===== config.mk =====
export PLATFORM = sky130hd
export DESIGN_NAME = role_trace_packer
export DESIGN_NICKNAME = d
export VERILOG_FILES = /design/src/rtl/role_trace_packer.sv
export SDC_FILE = /design/constraint.sdc
export NUM_CORES = 2
export LEC_CHECK = 0
export ABC_CLOCK_PERIOD_IN_PS = 10500
export CAP_MARGIN = 0
export CORE_MARGIN = 3
export CORE_UTILIZATION = 42
export DETAILED_ROUTE_END_ITERATION = 12
export PLACE_DENSITY = 0.72
export SETUP_SLACK_MARGIN = 0.1
export SLEW_MARGIN = 0
export SYNTH_ARGS = -nofsm -noshare
export SYNTH_HDL_FRONTEND = slang
export SYNTH_SLANG_ARGS = --single-unit

===== constraint.sdc =====
create_clock -name aclk -period 10.5 [get_ports aclk]
set_clock_uncertainty 0.05 [all_clocks]
set_input_delay 2.1 -clock aclk [delete_from_list [all_inputs] [get_ports aclk]]
set_output_delay 2.1 -clock aclk [all_outputs]
set_load 0.02 [all_outputs]

===== src/rtl/role_trace_packer.sv =====
`default_nettype none
// ============================================================================
// Module      : role_trace_packer
// Description : Packs a narrow trace word stream into wide AXI-Stream beats
//               (OUT_W/IN_W words per beat, little-endian lanes). It frames
//               the beats into packets of PKT_BEATS and closes partial beats
//               or open packets on an idle timeout or on flush_req. tkeep
//               marks the valid bytes of every beat.
// Ports       : aclk, areset           clock, synchronous active-high reset
//               s_axis_trace_*         input word stream (tvalid/tready/tdata)
//               flush_req              one-cycle request to close beat+packet
//               m_axis_trace_*         output beats (tvalid/tready/tdata/
//                                      tkeep/tlast)
//               pkt_cnt                packets emitted (wraps at 2^32)
//               busy                   accumulator/packet/output occupied
// Revision    : 1.0 - initial release
// ============================================================================
module role_trace_packer #(
    parameter int unsigned IN_W      = 64,
    parameter int unsigned OUT_W     = 512,
    parameter int unsigned PKT_BEATS = 16,
    parameter int unsigned TIMEOUT   = 1024
) (
    input  logic                 aclk,
    input  logic                 areset,
    input  logic                 s_axis_trace_tvalid,
    output logic                 s_axis_trace_tready,
    input  logic [IN_W-1:0]      s_axis_trace_tdata,
    input  logic                 flush_req,
    output logic                 m_axis_trace_tvalid,
    input  logic                 m_axis_trace_tready,
    output logic [OUT_W-1:0]     m_axis_trace_tdata,
    output logic [OUT_W/8-1:0]   m_axis_trace_tkeep,
    output logic                 m_axis_trace_tlast,
    output logic [31:0]          pkt_cnt,
    output logic                 busy
);

    localparam int unsigned c_RATIO   = OUT_W / IN_W;
    localparam int unsigned c_LANE_B  = IN_W / 8;
    localparam int unsigned c_KEEP_W  = OUT_W / 8;
    localparam int unsigned c_CNT_W   = $clog2(c_RATIO + 1);
    localparam int unsigned c_BEAT_W  = (PKT_BEATS > 1) ? $clog2(PKT_BEATS) : 1;
    localparam int unsigned c_IDLE_W  = (TIMEOUT > 1) ? $clog2(TIMEOUT) : 1;
    localparam bit          c_TIMEOUT_EN = (TIMEOUT != 0);
    localparam logic [c_CNT_W-1:0]  c_CNT_FULL  = c_CNT_W'(c_RATIO);
    localparam logic [c_BEAT_W-1:0] c_BEAT_LAST = c_BEAT_W'(PKT_BEATS - 1);
    localparam logic [c_IDLE_W-1:0] c_IDLE_MAX  = c_IDLE_W'((TIMEOUT > 0) ? TIMEOUT - 1 : 0);

    // Registered state
    logic [OUT_W-1:0]    acc_q,       acc_d;
    logic [c_CNT_W-1:0]  acc_cnt_q,   acc_cnt_d;
    logic                out_valid_q, out_valid_d;
    logic [OUT_W-1:0]    out_data_q,  out_data_d;
    logic [c_KEEP_W-1:0] out_keep_q,  out_keep_d;
    logic                out_last_q,  out_last_d;
    logic [c_BEAT_W-1:0] beat_q,      beat_d;
    logic [c_IDLE_W-1:0] idle_q,      idle_d;
    logic                flush_pend_q, flush_pend_d;
    logic [31:0]         pkt_cnt_q,   pkt_cnt_d;
    logic                busy_q,      busy_d;

    // Combinational helpers
    logic                w_out_fire;
    logic                w_out_free;
    logic                w_acc_full;
    logic                w_s_ready;
    logic                w_in_fire;
    logic                w_active;
    logic                w_timeout;
    logic                w_flush;
    logic                w_last_beat;
    logic                w_load;
    logic [OUT_W-1:0]    w_merged;
    logic [c_CNT_W-1:0]  w_merged_cnt;
    logic [c_KEEP_W-1:0] w_part_keep;

    always_comb begin
        w_out_fire = out_valid_q & m_axis_trace_tready;
        // The output register can take a new beat if empty or draining now.
        w_out_free = ~out_valid_q | w_out_fire;
        w_acc_full = (acc_cnt_q == c_CNT_FULL);
        // A full accumulator that can hand off this cycle frees lane 0 for the
        // incoming word, so input only stalls when the hand-off is blocked.
        w_s_ready  = ~areset & ~flush_pend_q & (~w_acc_full | w_out_free);
        w_in_fire  = s_axis_trace_tvalid & w_s_ready;
        w_active   = (acc_cnt_q != '0) | (beat_q != '0);
        w_timeout  = c_TIMEOUT_EN & w_active & ~w_in_fire & (idle_q == c_IDLE_MAX);
        w_flush    = flush_pend_q | flush_req | w_timeout;
        w_last_beat = (beat_q == c_BEAT_LAST);
    end

    always_comb begin
        acc_d        = acc_q;
        acc_cnt_d    = acc_cnt_q;
        out_valid_d  = out_valid_q;
        out_data_d   = out_data_q;
        out_keep_d   = out_keep_q;
        out_last_d   = out_last_q;
        beat_d       = beat_q;
        w_load       = 1'b0;

        // Accumulator with the accepted word dropped into its lane.
        w_merged = acc_q;
        for (int k = 0; k < int'(c_RATIO); k++) begin
            if (w_in_fire && (acc_cnt_q == c_CNT_W'(k))) begin
                w_merged[k*IN_W +: IN_W] = s_axis_trace_tdata;
            end
        end
        w_merged_cnt = acc_cnt_q + c_CNT_W'(w_in_fire);

        // Byte mask of the lanes currently held in the accumulator.
        w_part_keep = '0;
        for (int k = 0; k < int'(c_RATIO); k++) begin
            if (c_CNT_W'(k) < acc_cnt_q) begin
                w_part_keep[k*c_LANE_B +: c_LANE_B] = '1;
            end
        end

        if (w_out_fire) begin
            out_valid_d = 1'b0;
        end

        if (w_acc_full) begin
            // Full beat parked behind a stalled output register.
            if (w_out_free) begin
                w_load     = 1'b1;
                out_data_d = acc_q;
                out_keep_d = '1;
                out_last_d = w_last_beat | w_flush;
                acc_d      = '0;
                acc_d[IN_W-1:0] = w_in_fire ? s_axis_trace_tdata : '0;
                acc_cnt_d  = c_CNT_W'(w_in_fire);
            end
        end else if (w_merged_cnt == c_CNT_FULL) begin
            // Final word of a beat accepted this cycle.
            if (w_out_free) begin
                w_load     = 1'b1;
                out_data_d = w_merged;
                out_keep_d = '1;
                out_last_d = w_last_beat | w_flush;
                acc_d      = '0;
                acc_cnt_d  = '0;
            end else begin
                acc_d      = w_merged;
                acc_cnt_d  = w_merged_cnt;
            end
        end else if (flush_pend_q && w_out_free && w_active) begin
            // Partial beat, or a null beat when the accumulator is empty:
            // unused lanes of the accumulator are always zero.
            w_load     = 1'b1;
            out_data_d = acc_q;
            out_keep_d = w_part_keep;
            out_last_d = 1'b1;
            acc_d      = '0;
            acc_cnt_d  = '0;
        end else begin
            acc_d      = w_merged;
            acc_cnt_d  = w_merged_cnt;
        end

        if (w_load) begin
            out_valid_d = 1'b1;
            beat_d      = out_last_d ? '0 : beat_q + c_BEAT_W'(1);
        end
    end

    always_comb begin
        if (w_load) begin
            flush_pend_d = 1'b0;
        end else if (flush_pend_q && !w_active) begin
            // Nothing buffered and no packet open: the flush has no effect.
            flush_pend_d = 1'b0;
        end else begin
            flush_pend_d = w_flush;
        end

        if (!c_TIMEOUT_EN || w_in_fire || w_flush || !w_active) begin
            idle_d = '0;
        end else begin
            idle_d = idle_q + c_IDLE_W'(1);
        end

        pkt_cnt_d = pkt_cnt_q + 32'(w_out_fire & out_last_q);
        busy_d    = (acc_cnt_d != '0) | (beat_d != '0) | out_valid_d;
    end

    always_ff @(posedge aclk) begin
        if (areset) begin
            acc_q        <= '0;
            acc_cnt_q    <= '0;
            out_valid_q  <= 1'b0;
            out_data_q   <= '0;
            out_keep_q   <= '0;
            out_last_q   <= 1'b0;
            beat_q       <= '0;
            idle_q       <= '0;
            flush_pend_q <= 1'b0;
            pkt_cnt_q    <= '0;
            busy_q       <= 1'b0;
        end else begin
            acc_q        <= acc_d;
            acc_cnt_q    <= acc_cnt_d;
            out_valid_q  <= out_valid_d;
            out_data_q   <= out_data_d;
            out_keep_q   <= out_keep_d;
            out_last_q   <= out_last_d;
            beat_q       <= beat_d;
            idle_q       <= idle_d;
            flush_pend_q <= flush_pend_d;
            pkt_cnt_q    <= pkt_cnt_d;
            busy_q       <= busy_d;
        end
    end

    assign s_axis_trace_tready = w_s_ready;
    assign m_axis_trace_tvalid = out_valid_q;
    assign m_axis_trace_tdata  = out_data_q;
    assign m_axis_trace_tkeep  = out_keep_q;
    assign m_axis_trace_tlast  = out_last_q;
    assign pkt_cnt             = pkt_cnt_q;
    assign busy                = busy_q;

endmodule
`default_nettype wire


# [After elaboration in Yosys (flattened, before gate mapping)]
# Index checks and enable logic that the tools add are counted.
[totals] regBits=1142 latchBits=0 ramBits=0 mem_bits_ro=0 in_bits=69 out_inout_bits=612 wordCells=127 mem_count=0
[classes] n_addsub=4 multipliers=0 div_mod_pow=0 magnitude_cmp=8 eq_ne=13 shifts=0 mux=48 bitwise=20 reduce_logical=23
[ops] cell="512-bit two-way mux" count=10
[ops] cell="64-bit two-way mux" count=13
[ops] cell="8-bit two-way mux" count=8
[ops] cell="32-bit by 1-bit adder with 32-bit output" count=1
[ops] cell="4-bit two-way mux" count=7
[ops] cell="4-bit by 3-bit == test with 1-bit output, second input constant" count=4
[ops] cell="3-bit by 4-bit less-than comparator with 1-bit output, first input constant" count=4
[ops] cell="4-bit nonzero test" count=4
[ops] cell="4-bit == test, second input constant" count=3
[ops] cell="1-bit logical AND" count=11
[ops] cell="10-bit by 1-bit adder with 10-bit output, second input constant" count=1
[ops] cell="10-bit == test, second input constant" count=1
[ops] cell="1-bit two-way mux" count=10
[ops] cell="4-bit by 2-bit == test with 1-bit output, second input constant" count=2
[ops] cell="1-bit by 4-bit less-than comparator with 1-bit output, first input constant" count=2
[ops] cell="2-bit by 4-bit less-than comparator with 1-bit output, first input constant" count=2
[ops] cell="1-bit OR" count=8
[ops] cell="1-bit bitwise AND" count=7
[ops] cell="1-bit inverter" count=5
[ops] cell="4-bit by 1-bit adder with 4-bit output" count=1
[ops] cell="4-bit by 1-bit adder with 4-bit output, second input constant" count=1
[ops] cell="4-bit by 1-bit == test with 1-bit output, second input constant" count=1
[ops] cell="4-bit logical NOT" count=1
[ops] cell="2-bit != test, second input constant" count=2
[ops] cell="other kinds (6)" count=7

# [Logic depth before layout (Yosys ltp)]
[depth] depth_word=18 ltp_mapped=16 mapped_depth_nobuf=10

# [Least setup slack after synthesis]
# OpenSTA, ideal clock, no wires.
[synth_timing] path_kind="input to output" start="input m_axis_trace_tready" end="output s_axis_trace_tready" arrival_ns=3.210 required_time_ns=8.350 slack_ns=5.140 path_stages=5 n_path_buf=2 path_cell_list="nand2b_1 clkbuf_1 nor2_1 buf_2 nor3_1"
[synth_between] elab_chain_len=4
[synth_rtl] element="start: declaration" line="31" source="input logic m_axis_trace_tready,"
[synth_rtl] element="1-bit bitwise AND" line="79" source="w_out_fire = out_valid_q & m_axis_trace_tready;"
[synth_rtl] element="1-bit OR" line="81" source="w_out_free = ~out_valid_q | w_out_fire;"
[synth_rtl] element="1-bit OR" line="85" source="w_s_ready = ~areset & ~flush_pend_q & (~w_acc_full | w_out_free);"
[synth_rtl] element="1-bit bitwise AND" line="85"
[synth_rtl] element="end: declaration" line="27" source="output logic s_axis_trace_tready,"
# Every way passes these cells.

# [Worst setup path in the final report]
# Same ends and word-level chain as after synthesis.

==> flow_metrics.env <==
export IMPL_outcome="finished, final reports clean"
export IMPL_synth_seq_area_share=0.570
export IMPL_syn2layout_area_growth_pct=27.7
export IMPL_post_place_cells=5786
export IMPL_cts_buffers=113
export IMPL_nNetsFinal=4723
export IMPL_critPathMostFrequentCell="clkdlybuf4s50_1"
export IMPL_slowest_delay_ns=0.67
export IMPL_synth_nets=4242
export IMPL_die_y_um=315
export IMPL_leakage_nw=16.9
export IMPL_drv_cap=0
export IMPL_antenna_found_initial=6
export IMPL_viasPerCell=5.60
export IMPL_critPathRequiredTime_ns=8.35
export IMPL_synth_seq_cells=1142
export IMPL_powerDensity_mw_per_mm2=177
export IMPL_clock_latency_ns=0.70
export IMPL_vias=33588
export IMPL_layout_area_seq_mm2=0.0229
export IMPL_p_total_mw=9.08
export IMPL_initial_core_util=0.426
export IMPL_grt_start_max_net_pins=254
export IMPL_postCtsSetupBuffers=0
export IMPL_synth_cells=4166
export IMPL_worst_hold_path_type="reg2reg"
export IMPL_routed_wl_mm=130
export IMPL_grt_pass1_vias=30977
export IMPL_rows=112
export IMPL_hold_viol=0
export IMPL_peakVddDrop_uv=132
export IMPL_cp_slowest_cell="clkdlybuf4s50_1"
export IMPL_clkSlewWorstSetupHoldPaths_ns=0.06
export IMPL_clockBufferDepth=3
export IMPL_htree_levels=3
export IMPL_syn_area_mm2=0.0401
export IMPL_ios=681
export IMPL_synth_main_ff_cell="dfxtp_1"
export IMPL_place_hpwl_mm=81.9
export IMPL_die_area_mm2=0.0992
export IMPL_synth_cell_types=61
export IMPL_critical_path_endpoint_type="primary output"
export IMPL_cts_sinks=1142
export IMPL_wl_per_cell_um=21.6
export IMPL_ctsHoldBuffers=0
export IMPL_drive_gt1_frac=0.0575
export IMPL_grt_pass1_wl_mm=192
export IMPL_worstMarginPinSlew_ns=1.35
export IMPL_slew_viol_final=0
export IMPL_fin_crit_ns=6.37
export IMPL_drt_iter0_markers=3203
export IMPL_fmax_mhz=157
export IMPL_avgSynthCellArea_um2=9.62
export IMPL_antenna_left=0
export IMPL_path_cells="clkdlybuf4s50_1, nand2b_1, nor2_1, buf_4, nor3_1, clkdlybuf4s50_1"
export IMPL_ys_warn_count=0
export IMPL_post_cts_resized=0
export IMPL_hold_worst_slack_ns=0.388
export IMPL_firstDrtPassIters=6
export IMPL_root_buffer="clkbuf_16"
export IMPL_setup_tns_ns=0
export IMPL_slew_headroom=0.101
export IMPL_arrival_ns=4.22
export IMPL_multi_input_area_mm2=0.0148
export IMPL_worstSetupStartpointType="input pin"
export IMPL_rsz0062_at_grt="no"
export IMPL_portBuffers=680
export IMPL_async_reset_ff_frac=0
export IMPL_synth_edff_count=0
export IMPL_core_area_mm2=0.0940
export IMPL_period_share=0.607
export IMPL_cts_tree="built"
export IMPL_path_class="in2out"
export IMPL_route_detailed_drc=0
export IMPL_grt_overflow=0
export IMPL_gp_congestion=0.842
export IMPL_instances_no_fill=6001
export IMPL_grt_util_all_layers=0.248
export IMPL_worstPathMaxFanout=11
export IMPL_fillCellCount=8348
export IMPL_die_w_um=315
export IMPL_setup_viol=0
==> where the power goes <==
group	internal [mW]	total (mW)	leakage (nW)	switching, mW
Combinational	0.140	0.486	5.84	0.346
Clock	2.44	4.17	1.90	1.73
Sequential	4.39	4.42	9.21	0.0312
==> final timing paths <==
check / start / endpoint / slack, ns / cells past startpoint
max: m_axis_trace_tready / s_axis_trace_tready / 4.13 / 6
min: acc_q[68] / m_axis_trace_tdata[68] / 0.39 / 2
max reg2reg: acc_cnt_q[3] / m_axis_trace_tdata[96] / 5.22 / 12
min reg2reg: acc_q[68] / m_axis_trace_tdata[68] / 0.39 / 2
==> cells in the final DEF, fill, tap and decap left out, types with 5 or more instances in the layout <==
cell type        netlist  final
dfxtp_1             1142   1142
nand2_1              851    848
clkdlybuf4s50_1        0    679
a21oi_1              534    534
a32o_1               256    256
inv_1                205    205
o32ai_1              192    192
o21ai_0              139    139
mux2i_1              128    128
clkbuf_16              0    115
o21a_1                64     64
a2bb2o_1              54     54
nor2_1                51     50
buf_4                 25     49
clkbuf_1             202     30
clkbuf_8               0     25
nand3_1               20     20
clkinv_2               0     19
xnor2_1               17     17
xor2_1                14     14
nor3_1                13     13
or3_1                 12     12
o2bb2ai_1             10     10
bufinv_16              0     10
and3_1                 8      8
nor2b_1                7      7
nand4_1                7      7
ha_1                   7      7
a21o_2                 0      5
nor4_1                 5      5
and4_1                 7      5
buf_12                 0      5
==> routing by layer <==
| layer | GRT usage | share of wire |
|---|---|---|
| met1 | 0.348 | 0.44 |
| met2 | 0.365 | 0.43 |
| met3 | 0.0640 | 0.093 |
| met4 | 0.0967 | 0.037 |
| met5 | 0 | 0.00015 |
==> through the flow <==
step           instance area, um2  utilization  worst slack [ns]
4_1_cts                     51200        0.544              4.12
3_5_place_dp                47300        0.503              3.61
5_1_grt                     51200        0.544              3.92
2_1_floorplan               40100            -              5.14
3_3_place_gp                47300        0.503              3.78
6_report                    51200        0.544              4.13
==> registers in the layout, indices dropped and copies added, names as in the netlist <==
signal / cells
acc_q: 512
m_axis_trace_tdata: 512
m_axis_trace_tkeep: 64
pkt_cnt: 32
idle_q: 10
acc_cnt_q: 4
beat_q: 4
busy: 1
flush_pend_q: 1
m_axis_trace_tlast: 1
m_axis_trace_tvalid: 1
==> Yosys cell counts, types with 12 or more instances <==
| master | n | share of area |
|---|---|---|
| o21ai_0 | 139 | 0.017 |
| nand2_1 | 851 | 0.080 |
| nor2_1 | 51 | 0.0048 |
| o21a_1 | 64 | 0.012 |
| buf_4 | 25 | 0.0047 |
| nor3_1 | 13 | 0.0016 |
| or3_1 | 12 | 0.0019 |
| a21oi_1 | 534 | 0.067 |
| dfxtp_1 | 1142 | 0.57 |
| clkbuf_1 | 202 | 0.019 |
| xor2_1 | 14 | 0.0031 |
| buf_2 | 124 | 0.015 |
| nand3_1 | 20 | 0.0025 |
| xnor2_1 | 17 | 0.0037 |
| inv_1 | 205 | 0.019 |
| a2bb2o_1 | 54 | 0.013 |
| a32o_1 | 256 | 0.064 |
| o32ai_1 | 192 | 0.042 |
| mux2i_1 | 128 | 0.032 |
| buf_6 | 14 | 0.0039 |
==> cell type report <==
class                      count  share of cell area
multi-input combinational   2450               0.289
clock inverter                42              0.0105
timing repair buffer         734               0.142
clock buffer                 170              0.0652
tap                         1254              0.0307
antenna                        3            0.000147
inverter                     206              0.0153
sequential                  1142               0.447
==> cell families (layout without fill, tap and decap cells) <==
group / Yosys count / in the layout / share of synthesized area
AO/OA/AOI/OAI: 1275 / 1275 / 0.223
flip-flops: 1142 / 1142 / 0.570
AND/OR/NAND/NOR: 1006 / 1006 / 0.102
buffers and inverters: 574 / 1152 / 0.0626
multiplexers: 131 / 131 / 0.0328
XOR/XNOR: 31 / 31 / 0.00677
adder cells (fa/ha/maj): 7 / 7 / 0.00218
other: 0 / 3 / 0
==> worst max-delay path, delay by kind of cell <==
| kind | cells | cell delay [ns] |
|---|---|---|
| buffers and inverters | 3 | 1.38 |
| AND/OR/NAND/NOR | 3 | 0.74 |
(Power assumes the default switching activity.)
